File: src/rtl/pixel_write_sink_pkg.sv
// ---------------------------------------------------------------------------
// pixel_write_sink_pkg
// Shared definitions for the pixel-plot consumer: screen geometry, field
// widths, the buffered pixel record, the write-FSM state type and the
// (x, y) -> linear framebuffer address helper.
// ---------------------------------------------------------------------------
package pixel_write_sink_pkg;

   localparam int SCREEN_W = 160;
   localparam int SCREEN_H = 120;

   localparam int COLOUR_W = 3;
   localparam int X_W      = 8;
   localparam int Y_W      = 7;
   localparam int ADDR_W   = 15;

   localparam logic [COLOUR_W-1:0] BLACK = 3'b000;

   typedef struct packed {
      logic [X_W-1:0]      x;
      logic [Y_W-1:0]      y;
      logic [COLOUR_W-1:0] colour;
   } pixel_t;

   localparam int PIXEL_W = $bits(pixel_t);   // 18

   typedef enum logic {
      ST_IDLE  = 1'b0,
      ST_WRITE = 1'b1
   } state_t;

   // Linear address y*screen_w + x. For the native 160-wide screen this is
   // y*128 + y*32 + x, i.e. two shifted adds instead of a multiplier; the
   // screen_w test is a constant at every call site and folds away.
   function automatic logic [ADDR_W-1:0] pixel_addr(input logic [X_W-1:0] x,
                                                    input logic [Y_W-1:0] y,
                                                    input int             screen_w);
      logic [ADDR_W-1:0] y_w;
      logic [ADDR_W-1:0] x_w;
      y_w = ADDR_W'(y);
      x_w = ADDR_W'(x);
      if (screen_w == 160)
         return (y_w << 7) + (y_w << 5) + x_w;
      else
         return y_w * ADDR_W'(screen_w) + x_w;
   endfunction

endpackage

File: src/rtl/pixel_write_sink_fifo.sv
// ---------------------------------------------------------------------------
// pixel_fifo
// Synchronous single-clock FIFO with a registered full flag.
//   clk, resetn      : clock, synchronous active-low reset
//   push, push_data  : write request/data (ignored while full)
//   pop, pop_data    : read request; pop_data shows the head entry
//   full             : registered, equals occupancy == DEPTH
//   empty            : occupancy == 0
// DEPTH must be a power of two (>= 2) so the pointers wrap naturally.
// ---------------------------------------------------------------------------
module pixel_fifo #(
   parameter int DEPTH = 4,
   parameter int WIDTH = 18
) (
   input  logic             clk,
   input  logic             resetn,
   input  logic             push,
   input  logic [WIDTH-1:0] push_data,
   input  logic             pop,
   output logic [WIDTH-1:0] pop_data,
   output logic             full,
   output logic             empty
);

   localparam int PTR_W = $clog2(DEPTH);
   localparam int CNT_W = PTR_W + 1;

   logic [WIDTH-1:0] mem_q [DEPTH];
   logic [PTR_W-1:0] wr_ptr_q, wr_ptr_d;
   logic [PTR_W-1:0] rd_ptr_q, rd_ptr_d;
   logic [CNT_W-1:0] count_q, count_d;
   logic             full_q, full_d;
   logic             do_push, do_pop;

   // NOTE: every signal written in always_comb gets a value on every path
   // (defaults first) so no latch can be inferred.
   always_comb begin
      // A push is refused on full_q even if a pop happens on the same edge.
      do_push  = push && !full_q;
      do_pop   = pop && (count_q != '0);
      wr_ptr_d = wr_ptr_q + PTR_W'(do_push);
      rd_ptr_d = rd_ptr_q + PTR_W'(do_pop);
      count_d  = count_q + CNT_W'(do_push) - CNT_W'(do_pop);
      full_d   = (count_d == CNT_W'(DEPTH));
   end

   // NOTE: sequential state is updated with non-blocking assignments only,
   // and the reset here is synchronous (sampled on the clock edge).
   always_ff @(posedge clk) begin
      if (!resetn) begin
         wr_ptr_q <= '0;
         rd_ptr_q <= '0;
         count_q  <= '0;
         full_q   <= 1'b0;
      end else begin
         wr_ptr_q <= wr_ptr_d;
         rd_ptr_q <= rd_ptr_d;
         count_q  <= count_d;
         full_q   <= full_d;
      end
   end

   // NOTE: the storage array is deliberately not reset; the pointers and
   // count make stale entries unreachable, and an unreset array maps to RAM.
   always_ff @(posedge clk) begin
      if (do_push)
         mem_q[wr_ptr_q] <= push_data;
   end

   assign pop_data = mem_q[rd_ptr_q];
   assign full     = full_q;
   assign empty    = (count_q == '0);

endmodule

File: src/rtl/pixel_write_sink.sv
// ---------------------------------------------------------------------------
// pixel_write_sink
// Consumer end of the pixel-plot interface. Clips off-screen plots, buffers
// accepted pixels in a FIFO and drains them into the framebuffer RAM port
// with a held write request.
//   clk, resetn          : clock, synchronous active-low reset
//   plot, x, y, colour   : pixel write strobe and payload
//   busy                 : FIFO full; upstream must hold plot low
//   overflow             : sticky, a plot arrived while busy
//   fb_addr, fb_data     : framebuffer word address / colour
//   fb_we, fb_ready      : write request held until fb_we && fb_ready
//   drop_count           : saturating discarded-plot count (PIXEL_STATS_EN)
// Build option: define PIXEL_STATS_EN to add the drop_count output.
// ---------------------------------------------------------------------------
module pixel_write_sink #(
   parameter int FIFO_DEPTH = 4,
   parameter int SCREEN_W   = pixel_write_sink_pkg::SCREEN_W,
   parameter int SCREEN_H   = pixel_write_sink_pkg::SCREEN_H
) (
   input  logic        clk,
   input  logic        resetn,
   input  logic        plot,
   input  logic [7:0]  x,
   input  logic [6:0]  y,
   input  logic [2:0]  colour,
   output logic        busy,
   output logic        overflow,
   output logic [14:0] fb_addr,
   output logic [2:0]  fb_data,
   output logic        fb_we,
   input  logic        fb_ready
`ifdef PIXEL_STATS_EN
   ,
   output logic [15:0] drop_count
`endif
);

   import pixel_write_sink_pkg::*;

   state_t              state_q, state_d;
   logic [ADDR_W-1:0]   fb_addr_q, fb_addr_d;
   logic [COLOUR_W-1:0] fb_data_q, fb_data_d;
   logic                overflow_q, overflow_d;

   pixel_t in_pix, head_pix;
   logic   on_screen, push, pop, fifo_full, fifo_empty;

   // ---------------- clip and push ----------------
   always_comb begin
      in_pix    = '{x: x, y: y, colour: colour};
      on_screen = (int'(x) < SCREEN_W) && (int'(y) < SCREEN_H);
      push      = plot && !fifo_full && on_screen;
   end

   pixel_fifo #(
      .DEPTH (FIFO_DEPTH),
      .WIDTH (PIXEL_W)
   ) u_fifo (
      .clk       (clk),
      .resetn    (resetn),
      .push      (push),
      .push_data (in_pix),
      .pop       (pop),
      .pop_data  (head_pix),
      .full      (fifo_full),
      .empty     (fifo_empty)
   );

   // ---------------- write FSM ----------------
   always_ff @(posedge clk) begin
      if (!resetn)
         state_q <= ST_IDLE;
      else
         state_q <= state_d;
   end

   always_comb begin
      state_d = state_q;
      case (state_q)
         ST_IDLE:  if (!fifo_empty)             state_d = ST_WRITE;
         ST_WRITE: if (fb_ready && fifo_empty)  state_d = ST_IDLE;
         default:                               state_d = ST_IDLE;
      endcase
   end

   // IDLE loads the head without waiting for fb_ready; WRITE reloads only on
   // an accepted write, which gives back-to-back writes at one per cycle.
   always_comb begin
      fb_we = (state_q == ST_WRITE);
      pop   = !fifo_empty && ((state_q == ST_IDLE) || fb_ready);
   end

   // ---------------- write datapath and status ----------------
   always_comb begin
      fb_addr_d  = fb_addr_q;
      fb_data_d  = fb_data_q;
      if (pop) begin
         fb_addr_d = pixel_addr(head_pix.x, head_pix.y, SCREEN_W);
         fb_data_d = head_pix.colour;
      end
      overflow_d = overflow_q || (plot && fifo_full);
   end

   always_ff @(posedge clk) begin
      if (!resetn) begin
         fb_addr_q  <= '0;
         fb_data_q  <= BLACK;
         overflow_q <= 1'b0;
      end else begin
         fb_addr_q  <= fb_addr_d;
         fb_data_q  <= fb_data_d;
         overflow_q <= overflow_d;
      end
   end

   assign busy     = fifo_full;
   assign overflow = overflow_q;
   assign fb_addr  = fb_addr_q;
   assign fb_data  = fb_data_q;

`ifdef PIXEL_STATS_EN
   logic [15:0] drop_count_q, drop_count_d;
   logic        discard;

   // A plot is dropped once, whether refused for being busy or clipped.
   always_comb begin
      discard      = plot && (fifo_full || !on_screen);
      drop_count_d = drop_count_q;
      if (discard && (drop_count_q != 16'hFFFF))
         drop_count_d = drop_count_q + 16'd1;
   end

   always_ff @(posedge clk) begin
      if (!resetn)
         drop_count_q <= '0;
      else
         drop_count_q <= drop_count_d;
   end

   assign drop_count = drop_count_q;
`endif

endmodule

File: config.mk
export PLATFORM = sky130hd
export DESIGN_NAME = pixel_write_sink
export DESIGN_NICKNAME = d
export VERILOG_FILES = /design/src/rtl/pixel_write_sink_pkg.sv /design/src/rtl/pixel_write_sink_fifo.sv /design/src/rtl/pixel_write_sink.sv
export SDC_FILE = /design/constraint.sdc
export NUM_CORES = 1
export LEC_CHECK = 0
export ABC_AREA = 1
export BUFFER_PORTS_ARGS = -buffer_cell sky130_fd_sc_hd__buf_4
export CORE_MARGIN = 3
export CORE_UTILIZATION = 55
export CTS_CLUSTER_DIAMETER = 80
export DETAILED_ROUTE_END_ITERATION = 8
export PLACE_DENSITY_LB_ADDON = 0.25
export RECOVER_POWER = 50
export SYNTH_ARGS = -nofsm -noshare
export SYNTH_HDL_FRONTEND = slang
export SYNTH_HIERARCHICAL = 1
export SYNTH_SLANG_ARGS = --single-unit
File: constraint.sdc
create_clock -name clk -period 4.3 [get_ports clk]
set_input_delay 0.86 -clock clk [delete_from_list [all_inputs] [get_ports clk]]
set_output_delay 0.86 -clock clk [all_outputs]
set_load 0.02 [all_outputs]
Word level (Yosys, flattened, before mapping)
Memory sizes are Yosys's and may differ from the RTL's. A register that Yosys moved wholly into a read port is not among the register bits.
Index checks and enable logic that the tools add are counted.
{ "totals": {"reg_bits": 28, "ramBits": 72, "mem_count": 1, "out_inout_bits": 21} }
{ "mem_list": {"columns": ["memory", "depth", "width", "rd", "rd_clocked_by_memory_dff", "write_ports", "line", "source"], "rows": [
  ["u_fifo.mem_q", 4, 18, 1, 1, 1, "pixel_write_sink_fifo.sv:28", "logic [WIDTH-1:0] mem_q [DEPTH];"]
]} }
{ "classes": {"eq_ne": 1, "magnitude_cmp": 2, "addsub": 6, "reduce_logical": 14, "mux": 6, "bitwise_logic": 1} }
{ "op_table": {"columns": ["cell", "n"], "rows": [
  ["adder 14 x 12 -> 15 bit", 1],
  ["adder 15 x 8 -> 15 bit", 1],
  ["logical AND 1 bit", 8],
  ["< comparator 8 bit (second input constant)", 1],
  ["< comparator 7 bit (second input constant)", 1],
  ["adder 2 x 1 -> 2 bit", 2],
  ["2-to-1 mux 1 bit", 4],
  ["adder 3 x 1 -> 3 bit", 1],
  ["== test 3 bit (second input constant)", 1],
  ["logical NOT 3 bit", 1],
  ["nonzero test 3 bit", 1],
  ["subtractor 3 x 1 -> 3 bit", 1],
  ["logical NOT 1 bit", 2],
  ["logical OR 1 bit", 2],
  ["2-to-1 mux 2 bit", 1],
  ["case mux 1 bit (2 select lines)", 1],
  ["inverter 1 bit", 1]
]} }

Depth between registers and ports, before layout
{ "logic_depth": {"word_depth": 7, "ltp_mapped": 16} }

Cells and area by module
The synthesis kept the hierarchy.
{ "modules_own_cells": {"columns": ["mod", "area_per_inst_um2", "cells_per_inst", "seq_area_each_um2", "n_inst"], "rows": [
  ["pixel_fifo", 3123.0, 232, 2322.2, 1],
  ["pixel_write_sink", 1247.4, 179, 400.4, 1]
]} }

Worst setup path after synthesis
OpenSTA, ideal clock, no wires.
{ "synth_path": {"path_type": "input-to-reg", "start": "input port x[6]", "end": "memory u_fifo.mem_q[0][0], enable pin", "required_time_ns": 3.884, "setup_slack_ns": 1.060, "arrival_ns": 2.824, "path_stages": 6, "cell_sequence": "o21a_1 nor3_1 inv_1 or2_1 buf_2 nor3_1"} }
{ "synth_between": {"elab_chain_len": 6} }
{ "synth_rtl": {"columns": ["element", "line", "source"], "rows": [
  ["start, declared", "pixel_write_sink.sv:23", "input logic [7:0] x,"],
  ["< comparator 8 bit", "pixel_write_sink.sv:51", "on_screen = (int'(x) < SCREEN_W) && (int'(y) < SCREEN_H);"],
  ["logical AND 1 bit", "pixel_write_sink.sv:51", null],
  ["logical AND 1 bit", "pixel_write_sink.sv:52", "push = plot && !fifo_full && on_screen;"],
  ["net push", "pixel_write_sink.sv:46", "logic on_screen, push, pop, fifo_full, fifo_empty;"],
  ["logical AND 1 bit", "pixel_write_sink_fifo.sv:39", "do_push = push && !full_q;"],
  ["2-to-1 mux 1 bit", "pixel_write_sink_fifo.sv:66", "if (do_push)"],
  ["2-to-1 mux 1 bit (implied by the code)", "pixel_write_sink_fifo.sv:67", "mem_q[wr_ptr_q] <= push_data;"],
  ["end, declared", "pixel_write_sink_fifo.sv:28", null]
]} }
The timed path passes the listed nets, and every way through them passes these cells.

Worst setup path after layout
{ "layout_path": {"start": "register u_fifo.count_q[1]", "end": "register u_fifo.full_q, in the netlist u_fifo/full"} }
{ "layout_between": {"elab_chain_len": 6} }
{ "layout_rtl": {"columns": ["element", "line", "source"], "rows": [
  ["start, declared", "pixel_write_sink_fifo.sv:31", "logic [CNT_W-1:0] count_q, count_d;"],
  ["start signal, assigned", "pixel_write_sink_fifo.sv:58", "count_q <= count_d;"],
  ["logical NOT 3 bit", "pixel_write_sink_fifo.sv:72", "assign empty = (count_q == '0);"],
  ["net fifo_empty", "pixel_write_sink.sv:46", null],
  ["logical NOT 1 bit", "pixel_write_sink.sv:90", "pop = !fifo_empty && ((state_q == ST_IDLE) || fb_ready);"],
  ["logical AND 1 bit", "pixel_write_sink.sv:90", null],
  ["logical AND 1 bit", "pixel_write_sink_fifo.sv:40", "do_pop = pop && (count_q != '0);"],
  ["subtractor 3 x 1 -> 3 bit", "pixel_write_sink_fifo.sv:43", "count_d = count_q + CNT_W'(do_push) - CNT_W'(do_pop);"],
  ["net u_fifo.count_d[1]", "pixel_write_sink_fifo.sv:31", null],
  ["== test 3 bit", "pixel_write_sink_fifo.sv:44", "full_d = (count_d == CNT_W'(DEPTH));"],
  ["end signal, assigned", "pixel_write_sink_fifo.sv:59", "full_q <= full_d;"],
  ["end, declared", "pixel_write_sink_fifo.sv:32", "logic full_q, full_d;"]
]} }
The timed path passes the listed nets, and every way through them passes these cells.
A chain may end at the register's enable or synchronous reset.

==> key figures <==
STA
  – Tcrit/Tclk final: 0.809
  – Max_slew headroom: 0.315
  – Fin Hold WS: 0.487 ns
  – Final hold vios: 0
  – Fin. max-slew vios: 0
  – Unrepaired setup endpoints after global routing: false
  – # setup viols final: 0
  – Final Skew: 0.0117 ns
  – Actual slew at the worst max-slew pin: 1.02 ns
  – Highest Clock Rate: 288 MHz
  – Minimum clock period: 3.48 ns
  – Setup TNS: 0 ns

Clock tree
  – Worst-case clock buffer depth: 2
  – Clock Latency Late Sink: 0.36 ns
  – Hold Buf Count CTS: 0
  – CTS tree: done
  – Setup repair bufs after CTS: 0
  – Post_cts resized: 0
  – CTS Sinks: 100
  – CTS H-tree depth: 3
  – CTS root buf: clkbuf_8
  – Clock transition at path regs: 0.10 ns
  – CTS Buf Count: 9

Global route
  – Largest net degree at the start of global routing: 38
  – First-pass GRT wire length: 13500 microns
  – Number of global-route vias before repair: 2789
  – Antenna violations before repair: 0
  – Total track usage: 0.200
  – Overflow after GRT: 0

Min path
  – Hold Crit Endpoint: overflow$_SDFF_PN0_
  – Hold path start: overflow$_SDFF_PN0_
  – Worst hold stages: 2
  – Worst min-delay path category: flip-flop to flip-flop

Logic synthesis
  – Post-synth cell types: 37
  – Post-synthesis sequential area ratio: 0.623
  – Synth Cell Area: 0.00437 sq mm
  – Mapped Cells: 411
  – Top cells by area, synth: edfxtp_1, dfxtp_1, nor2_1
  – Synth area leader: edfxtp_1
  – Synth warn: 6
  – Commonest cells in the netlist: nor2_1, edfxtp_1, nand2_1, inv_1
  – Fraction of registers with async set/reset: 0
  – Most common cell in the netlist: nor2_1
  – Mean post-synth cell area: 10.6 sq um
  – Number of enable flip-flop cells after synthesis: 72
  – Synthesized net count: 451
  – Primary FF master, synth: edfxtp_1
  – Seq cells post-synth: 100
  – Top cell type's share of synthesized area: 0.495

Worst setup path
  – CP startpoint kind: flip-flop
  – R2r setup slk: 0.82 ns
  – Setup crit start: u_fifo/count_q[1]$_SDFF_PN0_
  – Crit path required time: 4.60 ns
  – Worst setup EP type: flip-flop
  – CP max FO: 26
  – Worst r2r path cells: 12
  – RR Startpoint: u_fifo/count_q[1]$_SDFF_PN0_
  – Crit Path Class: flip-flop to flip-flop
  – Crit path DAT: 3.78 ns
  – Reg2Reg Capture Point: u_fifo/full$_SDFF_PN0_

Floorplanning
  – Core Region: 0.00749 sq mm
  – Die area: 0.00905 sq mm
  – Initial core utilization: 0.584
  – I/O pin total: 43
  – Chip height: 95.1 microns
  – Row Count: 31
  – Chip width: 95.1 microns

Drt
  – Avg Vias per Cell: 5.29
  – Drt wl/cell: 15.0 microns
  – DRT Wirelength: 8390 microns
  – Antenna viol nets, final: 0
  – DR vias: 2950
  – Starting DRT DRC Count: 184
  – Number of remaining DRC errors: 0
  – Detailed Routing Iterations Pass 1: 4

Power
  – PwrDens: 747 mW/mm^2
  – Maximum vdd drop: 0.338 mV
  – Leakage power: 1.88 nW

Placed design
  – # port buffers: 42
  – Final Wtd Congestion: 0.836
  – Post-DP HPWL: 5520 microns

Finish
  – Synth-to-layout area growth: 9.10%
  – Final #Nets: 494
  – ANT cells: 0
  – Fraction of layout cells with a size suffix above 1: 0.0937

Outcome
  – Status: finished clean

Job
  – Total of max-cap violations: 0
[worst max-delay path by stage]
stage | cells after the start | to
after floorplan | 6 | u_fifo/mem_q[0][0]$_DFFE_PP_
after global placement | 11 | u_fifo/full$_SDFF_PN0_
after detailed placement | 14 | fb_addr[10]$_SDFFE_PN0P_
after CTS | 14 | fb_addr[10]$_SDFFE_PN0P_
after global routing | 12 | u_fifo/full$_SDFF_PN0_
final | 12 | u_fifo/full$_SDFF_PN0_
[cell type report]
type | count | area, sq um
Clock inverter | 7 | 66.3
Fill cell | 610 | 2720
Tap cell | 99 | 124
Inverter | 45 | 170
Clock buffer | 9 | 124
Multi-Input combinational cell | 251 | 1360
Timing Repair Buffer | 47 | 206
Sequential cell | 100 | 2720
[sequential cells by signal, summed over array words and instances (netlist names), 2 cells and up]
register,flops
u_fifo/mem_q,72
fb_addr,15
fb_data,3
u_fifo/count_q,3
u_fifo/rd_ptr_q,2
u_fifo/wr_ptr_q,2
[stage by stage]
stage               instances  instance area (sq um)   util  total power [mW]  worst slack (ns)
CTS                       558                   4920  0.657              3.65              1.13
finish                    558                   4770  0.637              3.56             0.822
global route              558                   4770  0.637              3.91             0.508
global placement          542                   4730  0.631              3.03              1.23
floorplan                 411                   4370      -              2.73              1.06
detailed placement        542                   4730  0.631              3.08              1.15
[cells in the final DEF (no fill, tap or decap), drive strengths merged, types with 5 or more instances in the layout]
cell type / count
buf: 8
clkbuf: 48
dfxtp: 28
edfxtp: 72
ha: 15
inv: 47
nand2: 56
nand3: 12
nor2: 79
nor3: 5
o21ai: 49
o22ai: 18
[per-layer routing]
metal  routed length [microns]  GRT usage
met4                       129     0.0925
met2                      4020      0.327
met3                       479     0.0387
met5                         0          0
met1                      3760      0.258
[cells by family after synthesis]
group | share of synthesized area
buffers and inverters | 0.0716
XOR/XNOR | 0.00401
AND/OR/NAND/NOR | 0.147
flip-flops | 0.623
adder cells (fa/ha/maj) | 0.0567
AO/OA/AOI/OAI | 0.0976
[report_power, final]
| group | switching (mW) | leakage, nW | internal [mW] |
|---|---|---|---|
| combinational | 1.12 | 0.903 | 0.608 |
| clock | 0.341 | 0.0953 | 0.225 |
| sequential | 0.0875 | 0.885 | 1.18 |
[critical path, cell delays in order (launching register included)]
cell        delay (ns)
dfxtp_1           0.34
nor2_1            0.10
nand2_1           0.13
inv_1             0.10
inv_1             0.06
nand2_4           0.19
clkinvlp_2        0.86
nand3_1           0.47
nand2_1           0.10
ha_1              0.20
fa_1              0.45
or2_2             0.31
nor2_1            0.09
No activity file was read; power rests on OpenSTA's default activity.
